===== src/rtl/imu_sim_pkg.sv =====
// IMU model shared definitions: register map
// indices and the 16-bit SPI command layout.
package imu_sim_pkg;

  localparam int FRAME_BITS = 16;

  localparam logic [5:0] SAMPLE_CNT = 6'h01;
  localparam logic [5:0] GYRO_X     = 6'h02;
  localparam logic [5:0] GYRO_Y     = 6'h03;
  localparam logic [5:0] GYRO_Z     = 6'h04;
  localparam logic [5:0] ACCEL_X    = 6'h05;
  localparam logic [5:0] ACCEL_Y    = 6'h06;
  localparam logic [5:0] ACCEL_Z    = 6'h07;
  localparam logic [5:0] PROD_ID_W  = 6'h39;

  // wr, word index, high-byte select, byte data
  typedef struct packed {
    logic       wr;
    logic [5:0] word;
    logic       hi;
    logic [7:0] data;
  } spi_cmd_t;

  function automatic logic spi_writable(
    input logic [5:0] w
  );
    return (w > ACCEL_Z) && (w != PROD_ID_W);
  endfunction

endpackage


===== src/rtl/imu_spi_slave16.sv =====
// Mode-3 16-bit SPI slave, oversampled on c
// through 2-flop synchronizers.
module imu_spi_slave16
  import imu_sim_pkg::*;
(
  input  logic        c,
  input  logic        rst_n,
  input  logic        cs,
  input  logic        sck,
  input  logic        mosi,
  input  logic [15:0] resp,
  output logic        miso,
  output logic        frame_done,
  output logic        bad_frame,
  output logic [15:0] frame
);

  localparam int CW = $clog2(FRAME_BITS + 1);

  logic [2:0]    cs_q;
  logic [2:0]    sck_q;
  logic [1:0]    mosi_q;
  logic          act;
  logic [CW-1:0] nbits;
  logic [15:0]   sh_in;
  logic [15:0]   sh_out;
  logic          cs_fall;
  logic          cs_rise;
  logic          sck_rise;
  logic          sck_fall;
  logic          full;

  assign cs_fall  = cs_q[2] & ~cs_q[1];
  assign cs_rise  = ~cs_q[2] & cs_q[1];
  assign sck_rise = ~sck_q[2] & sck_q[1];
  assign sck_fall = sck_q[2] & ~sck_q[1];
  assign full     = (nbits == CW'(FRAME_BITS));
  assign miso     = act & sh_out[15];
  assign frame    = sh_in;

  always_ff @(posedge c or negedge rst_n) begin
    if (!rst_n) begin
      cs_q   <= '1;
      sck_q  <= '1;
      mosi_q <= '0;
    end else begin
      cs_q   <= {cs_q[1:0], cs};
      sck_q  <= {sck_q[1:0], sck};
      mosi_q <= {mosi_q[0], mosi};
    end
  end

  // first fall precedes any sample, so it keeps the MSB
  always_ff @(posedge c or negedge rst_n) begin
    if (!rst_n) begin
      act        <= 1'b0;
      nbits      <= '0;
      sh_in      <= '0;
      sh_out     <= '0;
      frame_done <= 1'b0;
      bad_frame  <= 1'b0;
    end else begin
      frame_done <= 1'b0;
      bad_frame  <= 1'b0;
      if (cs_fall) begin
        act    <= 1'b1;
        nbits  <= '0;
        sh_out <= resp;
      end else if (cs_rise) begin
        act        <= 1'b0;
        frame_done <= act & full;
        bad_frame  <= act & ~full;
      end else if (act && sck_rise && !full) begin
        sh_in <= {sh_in[14:0], mosi_q[1]};
        nbits <= nbits + CW'(1);
      end else if (act && sck_fall && nbits != '0) begin
        sh_out <= {sh_out[14:0], 1'b0};
      end
    end
  end

endmodule


===== config.mk =====
export PLATFORM = sky130hd
export DESIGN_NAME = imu_spi_slave16
export DESIGN_NICKNAME = d
export VERILOG_FILES = /design/src/rtl/imu_sim_pkg.sv /design/src/rtl/imu_spi_slave16.sv
export SDC_FILE = /design/constraint.sdc
export NUM_CORES = 1
export LEC_CHECK = 0
export ABC_AREA = 0
export CAP_MARGIN = 10
export CORE_MARGIN = 5
export CORE_UTILIZATION = 50
export CTS_CLUSTER_DIAMETER = 120
export CTS_CLUSTER_SIZE = 40
export DETAILED_ROUTE_END_ITERATION = 10
export PLACE_DENSITY = 0.88
export SYNTH_ARGS = -nofsm -noshare
export SYNTH_HDL_FRONTEND = slang
export SYNTH_SLANG_ARGS = --single-unit

===== constraint.sdc =====
create_clock -name c -period 5.9 [get_ports c]
set_input_delay 0.885 -clock c [delete_from_list [all_inputs] [get_ports c]]
set_output_delay 0.885 -clock c [all_outputs]
set_load 0.005 [all_outputs]

==> impl_metrics.env, run 1 <==
export IMPL_status="completed"
export IMPL_combPwrFrac=0.247
export IMPL_drtAntennaViolNets=0
export IMPL_r2r_start="cs_q[2]"
export IMPL_grt_overflow_total=0
export IMPL_ys_top_cells_by_count="dfrtp_1 (42), mux2_2 (34), mux2_4 (10)"
export IMPL_netlist_instances=152
export IMPL_min_from="sck_q[0]"
export IMPL_area_delta_synth_final_pct=23.43
export IMPL_async_flop_share=1.000
export IMPL_hp_class="flop to flop"
export IMPL_yosys_warnings=0
export IMPL_arrival_ns=2.77
export IMPL_ir_drop_v=0.0002396
export IMPL_yosys_area_share_xor_xnor=0
export IMPL_muxShareOfSynthArea=0.2569
export IMPL_drcViolationCount=0
export IMPL_start_util=0.5101
export IMPL_htreeDepth=2
export IMPL_core_area_um2=4324
export IMPL_clockPowerShare=0.259
export IMPL_fin_nets=217
export IMPL_power_density_nw_per_um2=335.2
export IMPL_synth_net_count=178
export IMPL_synth_edf_count=0
export IMPL_synthAdderAreaFrac=0.02836
export IMPL_ctsHoldBuffers=0
export IMPL_viasPerCell=5.328
export IMPL_hold_viol=0
export IMPL_ys_types=39
export IMPL_die_x_um=76.42
export IMPL_rsz0062_at_grt="false"
export IMPL_dpl_cell_area_um2=2608
export IMPL_synth_top_family_by_area="multiplexers"
export IMPL_grt_usage=0.1394
export IMPL_worstHoldPathCells=0
export IMPL_drt_first_pass_iters=6
export IMPL_drt_iter0_markers=50
export IMPL_wl_um=3761
export IMPL_fmax_mhz=386.2
export IMPL_worstRegToRegCells=5
export IMPL_path_clk_slew_ns=0.08
export IMPL_yosys_area_top_type="dfrtp_1"
export IMPL_rows=24
export IMPL_cp_end_kind="flop"
export IMPL_leakagePower_nw=1.220
export IMPL_period_needed_ns=2.589
export IMPL_cts_root_buffer="clkbuf_8"
export IMPL_pin_count=40
export IMPL_share_seq_of_total_power=0.494
export IMPL_cts_tree="yes"
export IMPL_ys_seq_area_frac=0.5479
export IMPL_slew_violations=0
export IMPL_num_vias=1300
export IMPL_avgSynthCellArea_um2=14.51
export IMPL_numCtsBuffers=5
export IMPL_synth_area_top_cells="dfrtp_1 (48%), mux2_2 (17%), dfstp_2 (7.1%)"
export IMPL_critPathLaunchType="flop"
export IMPL_path_max_fanout=26
export IMPL_drive_above_1_share=0.3542
export IMPL_path_class="flop to flop"
export IMPL_syn_area_um2=2206
export IMPL_grt_antenna_before_repair=0
export IMPL_fin_crit_sh=0.4389
export IMPL_yosysMostFrequentCell="dfrtp_1"
export IMPL_tns_ns=0
export IMPL_synth_compound_area_frac=0.04027
export IMPL_grt_max_degree=49
export IMPL_die_y_um=76.42
export IMPL_clk_latency_ns=0.30
export IMPL_post_cts_setup_buffer_count=0
export IMPL_max_cap_violations=0
export IMPL_hpwlAfterDp_um=2584
export IMPL_slew_headroom=0.3163
export IMPL_grt_first_pass_wirelength_um=6665
export IMPL_grt_pass1_vias=1393
export IMPL_switchingPower_uw=230.8
export IMPL_setup_viol=0
export IMPL_design_area_um2=2723
export IMPL_synth_seq_cells=48
export IMPL_power_internal_uw=681.7
export IMPL_tightestPinTransition_ns=1.026
export IMPL_synth_simple_area_share=0.09075
export IMPL_cp_startpoint="cs_q[2]"
export IMPL_fin_skew_ns=0.006011
export IMPL_swShare=0.2529
export IMPL_worstPathRequired_ns=6.08
export IMPL_die_area_um2=5840
export IMPL_cts_resized=0
export IMPL_cts_num_sinks=48
export IMPL_routabilityCongestion=0.7762
export IMPL_yosys_most_used_dff="dfrtp_1"
export IMPL_io_buffers=39
export IMPL_synth_top_cell_area_share=0.4765
export IMPL_cts_buffer_depth=2
export IMPL_diodes=0
export IMPL_wl_per_cell_um=15.41
-- power groups by stage --
stage | clock network, mW | registers (mW) | logic, mW
2_1_floorplan | 0 | 0.442 | 0.169
3_3_place_gp | 0 | 0.455 | 0.219
3_5_place_dp | 0 | 0.455 | 0.227
4_1_cts | 0.242 | 0.451 | 0.228
5_1_grt | 0.258 | 0.462 | 0.250
6_report | 0.237 | 0.450 | 0.225
-- flip-flops by register name (all words and copies together), names as in the netlist --
name        cells
frame          16
bad_frame       1
act             1
nbits           5
mosi_q          2
cs_q            3
frame_done      1
sh_out         16
sck_q           3
-- logic make-up (layout without fill, tap and decap cells) --
family | after synthesis | count (layout)
flops | 48 | 48
mux | 47 | 47
simple gates | 29 | 29
buf+inv | 14 | 54
compound gates | 9 | 9
fa+ha+maj | 5 | 5
-- through the flow --
step                power (mW)  hold slack [ns]  cells  setup slack [ns]  utilization
finish                  0.9125           0.3584    244             3.311       0.6296
floorplan               0.6106           0.3312    152             3.894            -
global route            0.9701           0.3651    244             3.158       0.6296
CTS                     0.9217           0.3600    244             3.300       0.6296
detailed placement      0.6828           0.3468    236             3.321       0.6030
global placement        0.6733           0.3361    236             3.393       0.6030
-- cell usage in the layout (no fill, tap or decap), types with 2 or more instances in the layout --
cell | synthesis | routed
ha_1 | 5 | 5
nand3_1 | 2 | 2
dfrtp_1 | 42 | 42
nor2b_1 | 2 | 2
a221o_1 | 2 | 2
mux2_1 | 3 | 3
nand2_1 | 6 | 6
mux2_2 | 34 | 34
nor3_1 | 2 | 2
inv_1 | 6 | 6
or2_2 | 2 | 2
clkbuf_8 | 0 | 5
mux2_4 | 10 | 10
dfstp_2 | 6 | 6
clkdlybuf4s50_1 | 0 | 38
nor4_1 | 2 | 2
-- critical path, cell delays in order, from the launching register on --
cell     delay (ns)
dfstp_2        0.54
ha_1           0.83
or2b_1         0.35
o41ai_4        0.07
buf_4          0.31
mux2_2         0.37
-- area by class of cell --
class | count | area [um^2]
fill | 338 | 1602
clock buffer | 5 | 68.82
inverter | 6 | 22.52
clock inverter | 3 | 46.29
sequential | 48 | 1209
tap | 52 | 65.06
timing repair buffer | 40 | 392.9
multi-input combinational | 90 | 918.4
-- layer usage --
layer,vias up,track usage,routed length (um)
met5,-,0,0
li1,617,-,-
met2,21,0.2474,1989
met3,6,0.03310,117
met1,656,0.1616,1594
met4,0,0.05245,59
-- path summary, 6_finish.rpt --
check,to,slack [ns]
setup / recovery,sh_out[2],3.31
hold / removal,sck_q[1],0.36
setup reg to reg,sh_out[2],3.31
hold reg to reg,sck_q[1],0.36
max in group asynchronous,nbits[3],4.51
min in group asynchronous,frame[11],0.76
Note: power is estimated with default switching activity, not from simulation.
==> inputs of run 2 (changes only) <==
--- a/config.mk
+++ b/config.mk
@@ -8,11 +8,11 @@
 export ABC_AREA = 0
 export CAP_MARGIN = 10
 export CORE_MARGIN = 5
-export CORE_UTILIZATION = 50
+export CORE_UTILIZATION = 47
 export CTS_CLUSTER_DIAMETER = 120
 export CTS_CLUSTER_SIZE = 40
 export DETAILED_ROUTE_END_ITERATION = 10
-export PLACE_DENSITY = 0.88
+export PLACE_DENSITY = 0.87
 export SYNTH_ARGS = -nofsm -noshare
 export SYNTH_HDL_FRONTEND = slang
 export SYNTH_SLANG_ARGS = --single-unit
==> constraint.sdc (replaced) <==
create_clock -name c -period 2.15 [get_ports c]
set_input_delay 0.3225 -clock c [delete_from_list [all_inputs] [get_ports c]]
set_output_delay 0.3225 -clock c [all_outputs]
set_load 0.005 [all_outputs]
==> run 2 against run 1 <==
  * Via count up 0.62%
  * Critical path type unchanged
  * Power rose to 2.8 times the previous value
  * Sequential power rose to 2.8 times the previous value
  * Highest routed layer unchanged
  * Clock-buffer cell count unchanged
==> impl_metrics.env, run 2 (synthesized netlist as in run 1, its figures left out) <==
export IMPL_slowest_stage="dfstp_2"
export IMPL_cts_tree="yes"
export IMPL_drcViolationCount=0
export IMPL_io_buffers=39
export IMPL_pin_count=40
export IMPL_period_needed_ns=1.892
export IMPL_wl_um=3775
export IMPL_clk_latency_ns=0.29
export IMPL_grt_usage=0.1328
export IMPL_numCtsBuffers=5
export IMPL_max_cap_violations=0
export IMPL_area_delta_synth_final_pct=25.98
export IMPL_cp_end_kind="flop"
export IMPL_die_x_um=78.51
export IMPL_die_area_um2=6163
export IMPL_drt_iter0_markers=144
export IMPL_wl_per_cell_um=14.98
export IMPL_drive_above_1_share=0.3737
export IMPL_worstRegToRegCells=5
export IMPL_hpwlAfterDp_um=2690
export IMPL_rows=25
export IMPL_cp_startpoint="cs_q[2]"
export IMPL_hp_class="input pin to asynchronous set/reset pin"
export IMPL_critPathLaunchType="flop"
export IMPL_cts_buffer_depth=2
export IMPL_viasPerCell=5.190
export IMPL_status="completed"
export IMPL_path_class="flop to flop"
export IMPL_ctsHoldBuffers=0
export IMPL_die_y_um=78.51
export IMPL_num_vias=1308
export IMPL_slew_headroom=0.4409
export IMPL_tns_ns=0
export IMPL_path_max_fanout=15
export IMPL_hold_viol=0
export IMPL_fin_skew_ns=0.008986
export IMPL_grt_first_pass_wirelength_um=6548
export IMPL_ir_drop_v=0.0006661
export IMPL_rsz0062_at_grt="false"
export IMPL_routabilityCongestion=0.7854
export IMPL_setup_viol=0
export IMPL_grt_max_degree=40
export IMPL_htreeDepth=2
export IMPL_arrival_ns=2.08
export IMPL_nFillCells=361
export IMPL_path_clk_slew_ns=0.09
export IMPL_drt_first_pass_iters=4
export IMPL_diodes=0
export IMPL_cts_resized=0
export IMPL_fin_nets=223
export IMPL_fin_crit_sh=0.8800
export IMPL_core_area_um2=4629
export IMPL_drtAntennaViolNets=0
export IMPL_design_area_um2=2779
export IMPL_final_cell_mix="dfrtp_1 (42), clkdlybuf4s50_1 (38), mux2_2 (34)"
export IMPL_fmax_mhz=528.5
export IMPL_slowest_delay_ns=0.54
export IMPL_dpl_cell_area_um2=2668
export IMPL_grt_overflow_total=0
export IMPL_grt_pass1_vias=1357
export IMPL_leakagePower_nw=1.252
export IMPL_grt_antenna_before_repair=0
export IMPL_start_util=0.4765
export IMPL_cts_num_sinks=48
export IMPL_slew_violations=0
export IMPL_mostFrequentLayoutCell="dfrtp_1"
export IMPL_r2r_start="cs_q[2]"
export IMPL_cts_root_buffer="clkbuf_8"
export IMPL_power_density_nw_per_um2=904.1
export IMPL_cp_cell_sequence="inv_1 > ha_1 > o41ai_4 > buf_12 > mux2_2"
export IMPL_post_cts_setup_buffer_count=0
export IMPL_tightestPinTransition_ns=0.8386
export IMPL_worstPathRequired_ns=2.33
run 2: changes by cell type in the layout (fill, tap and decap cells not counted):
cell / before / now
clkinv_2: 0 / 1
inv_6: 1 / 0
buf_12: 0 / 1
buf_4: 1 / 6
run 2: power breakdown:
part           switching [mW]  leakage (nW)  internal (mW)  total (mW)
Clock                   0.298        0.0541          0.344       0.642
Sequential              0.139         0.609           1.10        1.24
Combinational           0.201         0.589          0.427       0.628
run 2: final cells by class:
class	count	area, um^2	share of cell area
clock buffers	5	68.82	0.02476
inverters	6	22.52	0.008104
flip-flops and latches	48	1209	0.4349
clock inverters	3	42.54	0.01531
multi-input cells	90	918.4	0.3305
repair buffers	46	450.4	0.1621
well taps	54	67.56	0.02431
run 2: path summary, 6_finish.rpt:
| kind | endpoint | slack (ns) |
|---|---|---|
| max reg2reg | sh_out[1] | 0.26 |
| min in group c | mosi_q[1] | 0.35 |
| min reg2reg | mosi_q[1] | 0.35 |
| max | sh_out[1] | 0.26 |
| min | sh_out[7] | 0.13 |
| max in group asynchronous | bad_frame | 1.41 |
run 2: per-layer routing:
metal / global-route usage / wire [um] / vias to the layer above
li1: - / - / 624
met1: 0.1818 / 1743 / 648
met2: 0.2131 / 1829 / 34
met3: 0.03555 / 187 / 2
met4: 0.02622 / 15 / 0
met5: 0 / 0 / -
run 2: worst max-delay path: cells and delay by family (launching register included):
| family | cells | cell delay, ns |
|---|---|---|
| adder cells (fa/ha/maj) | 1 | 0.24 |
| flip-flops | 1 | 0.54 |
| multiplexers | 1 | 0.34 |
| AO/OA/AOI/OAI | 1 | 0.40 |
| buffers and inverters | 2 | 0.26 |
run 2: per-stage QoR:
stage                     power (mW)  worst slack, ns  cells  hold slack [ns]  utilization
after floorplan                1.676           0.1443    152          0.02691            -
after global placement         1.855           0.3074    244           0.3321       0.5762
after detailed placement       1.888           0.2619    244           0.3356       0.5762
after CTS                      2.537           0.2481    252           0.1549       0.6003
after global routing           2.652           0.1792    252           0.2004       0.6003
final                          2.512           0.2579    252           0.1308       0.6003
==> inputs of run 3 (changes only) <==
--- a/config.mk
+++ b/config.mk
@@ -8,11 +8,11 @@
 export ABC_AREA = 0
 export CAP_MARGIN = 10
 export CORE_MARGIN = 5
-export CORE_UTILIZATION = 47
+export CORE_UTILIZATION = 35
 export CTS_CLUSTER_DIAMETER = 120
 export CTS_CLUSTER_SIZE = 40
 export DETAILED_ROUTE_END_ITERATION = 10
-export PLACE_DENSITY = 0.87
+export PLACE_DENSITY = 0.7
 export SYNTH_ARGS = -nofsm -noshare
 export SYNTH_HDL_FRONTEND = slang
 export SYNTH_SLANG_ARGS = --single-unit
==> run 3 against run 2 <==
  * Sequential power about the same
  * Via count increased by 0.23%
  * Largest cell class unchanged
  * Critical path type unchanged
  * Sequential share of layout area decreased by 0.29 points
==> impl_metrics.env, run 3 (synthesized netlist as in run 1, its figures left out) <==
export IMPL_status="completed"
export IMPL_die_x_um=89.39
export IMPL_die_area_um2=7991
export IMPL_rows=29
export IMPL_numCtsBuffers=5
export IMPL_cts_tree="yes"
export IMPL_drive_above_1_share=0.3719
export IMPL_fin_nets=224
export IMPL_rsz0062_at_grt="false"
export IMPL_post_cts_setup_buffer_count=0
export IMPL_tightestPinTransition_ns=0.8563
export IMPL_cts_root_buffer="clkbuf_8"
export IMPL_drtAntennaViolNets=0
export IMPL_final_cell_mix="dfrtp_1 (42), clkdlybuf4s50_1 (38), mux2_2 (34)"
export IMPL_hpwlAfterDp_um=2755
export IMPL_regArea_um2=1209
export IMPL_critPathLaunchType="flop"
export IMPL_arrival_ns=2.06
export IMPL_fin_ws_ns=0.2712
export IMPL_hold_viol=0
export IMPL_io_buffers=39
export IMPL_num_vias=1311
export IMPL_drcViolationCount=0
export IMPL_cts_resized=0
export IMPL_r2r_setup_slack_ns=0.27
export IMPL_slew_violations=0
export IMPL_hp_class="input pin to asynchronous set/reset pin"
export IMPL_htreeDepth=2
export IMPL_setup_viol=0
export IMPL_die_y_um=89.39
export IMPL_cts_num_sinks=48
export IMPL_ctsHoldBuffers=0
export IMPL_clockPowerShare=0.230
export IMPL_nFillCells=582
export IMPL_power_density_nw_per_um2=861.3
export IMPL_tns_ns=0
export IMPL_grt_antenna_before_repair=0
export IMPL_fin_crit_sh=0.8739
export IMPL_multi_input_area_um2=918.4
export IMPL_start_util=0.3534
export IMPL_grt_overflow_total=0
export IMPL_grt_pass1_vias=1341
export IMPL_clk_latency_ns=0.29
export IMPL_switchingPower_uw=617.0
export IMPL_mostFrequentLayoutCell="dfrtp_1"
export IMPL_power_internal_mw=1.793
export IMPL_grt_usage=0.1015
export IMPL_max_cap_violations=0
export IMPL_slew_headroom=0.4291
export IMPL_dp_cells=268
export IMPL_period_needed_ns=1.879
export IMPL_leakagePower_nw=1.247
export IMPL_worstPathRequired_ns=2.33
export IMPL_fin_skew_ns=0.004699
export IMPL_ir_drop_v=0.0004381
export IMPL_path_max_fanout=15
export IMPL_drt_iter0_markers=49
export IMPL_share_seq_of_total_power=0.509
export IMPL_grt_max_degree=40
export IMPL_cp_end_kind="flop"
export IMPL_wl_um=3836
export IMPL_post_place_ws_ns=0.2794
export IMPL_path_class="flop to flop"
export IMPL_area_delta_synth_final_pct=26.83
export IMPL_diodes=0
export IMPL_layout_cells_non_filler=276
export IMPL_swShare=0.2561
export IMPL_drt_first_pass_iters=4
export IMPL_cts_buffer_depth=2
export IMPL_path_clk_slew_ns=0.09
export IMPL_pin_count=40
export IMPL_wl_per_cell_um=13.90
export IMPL_core_area_um2=6241
export IMPL_combPwrFrac=0.261
export IMPL_grt_first_pass_wirelength_um=6279
export IMPL_routabilityCongestion=0.7373
export IMPL_fmax_mhz=532.2
export IMPL_viasPerCell=4.750
-- run 3: changes by cell type in the layout (fill, tap and decap cells not counted) --
cell / before / now
bufinv_16: 1 / 0
clkbuf_8: 5 / 6
clkinv_2: 1 / 0
clkbuf_1: 0 / 1
buf_4: 6 / 7
-- run 3: final cells by class --
class,instances,area share
repair buffers,47,0.1637
well taps,77,0.03444
clock buffers,7,0.03086
flip-flops and latches,48,0.4320
multi-input cells,90,0.3283
clock inverters,1,0.002683
inverters,6,0.008050
-- run 3: per-layer routing --
layer	track usage	wire length (um)	share of wire
met1	0.1346	1767	0.46
met5	0	0	0
met2	0.1654	1873	0.49
met4	0.02436	19	0.0050
met3	0.02765	177	0.046
-- run 3: power groups by stage --
stage / registers [mW] / logic, mW / clock network [mW]
final: 1.23 / 0.628 / 0.555
after global routing: 1.26 / 0.686 / 0.613
after CTS: 1.23 / 0.640 / 0.574
after detailed placement: 1.25 / 0.638 / 0
after global placement: 1.25 / 0.620 / 0
after floorplan: 1.21 / 0.464 / 0
-- run 3: path summary, 6_finish.rpt --
kind,startpoint,to,cells after the start
max reg2reg,cs_q[2],sh_out[1],5
max,cs_q[2],sh_out[1],5
min,rst_n,frame_done,1
min reg2reg,mosi_q[0],mosi_q[1],0
max in group asynchronous,rst_n,sh_out[11],2
min in group c,mosi_q[0],mosi_q[1],0
-- run 3: through the flow --
stage	hold slack (ns)	instance area (um^2)	utilization	power, mW
after floorplan	0.02691	2206	-	1.676
after global placement	0.3352	2704	0.4332	1.866
after detailed placement	0.3464	2704	0.4332	1.885
after CTS	0.1727	2798	0.4483	2.445
after global routing	0.2121	2798	0.4483	2.557
final	0.1379	2798	0.4483	2.410
-- run 3: worst max-delay path, stage by stage, from the launching register on --
cell	delay (ns)
dfstp_2	0.54
inv_1	0.06
ha_1	0.23
o41ai_4	0.39
buf_12	0.21
mux2_2	0.34
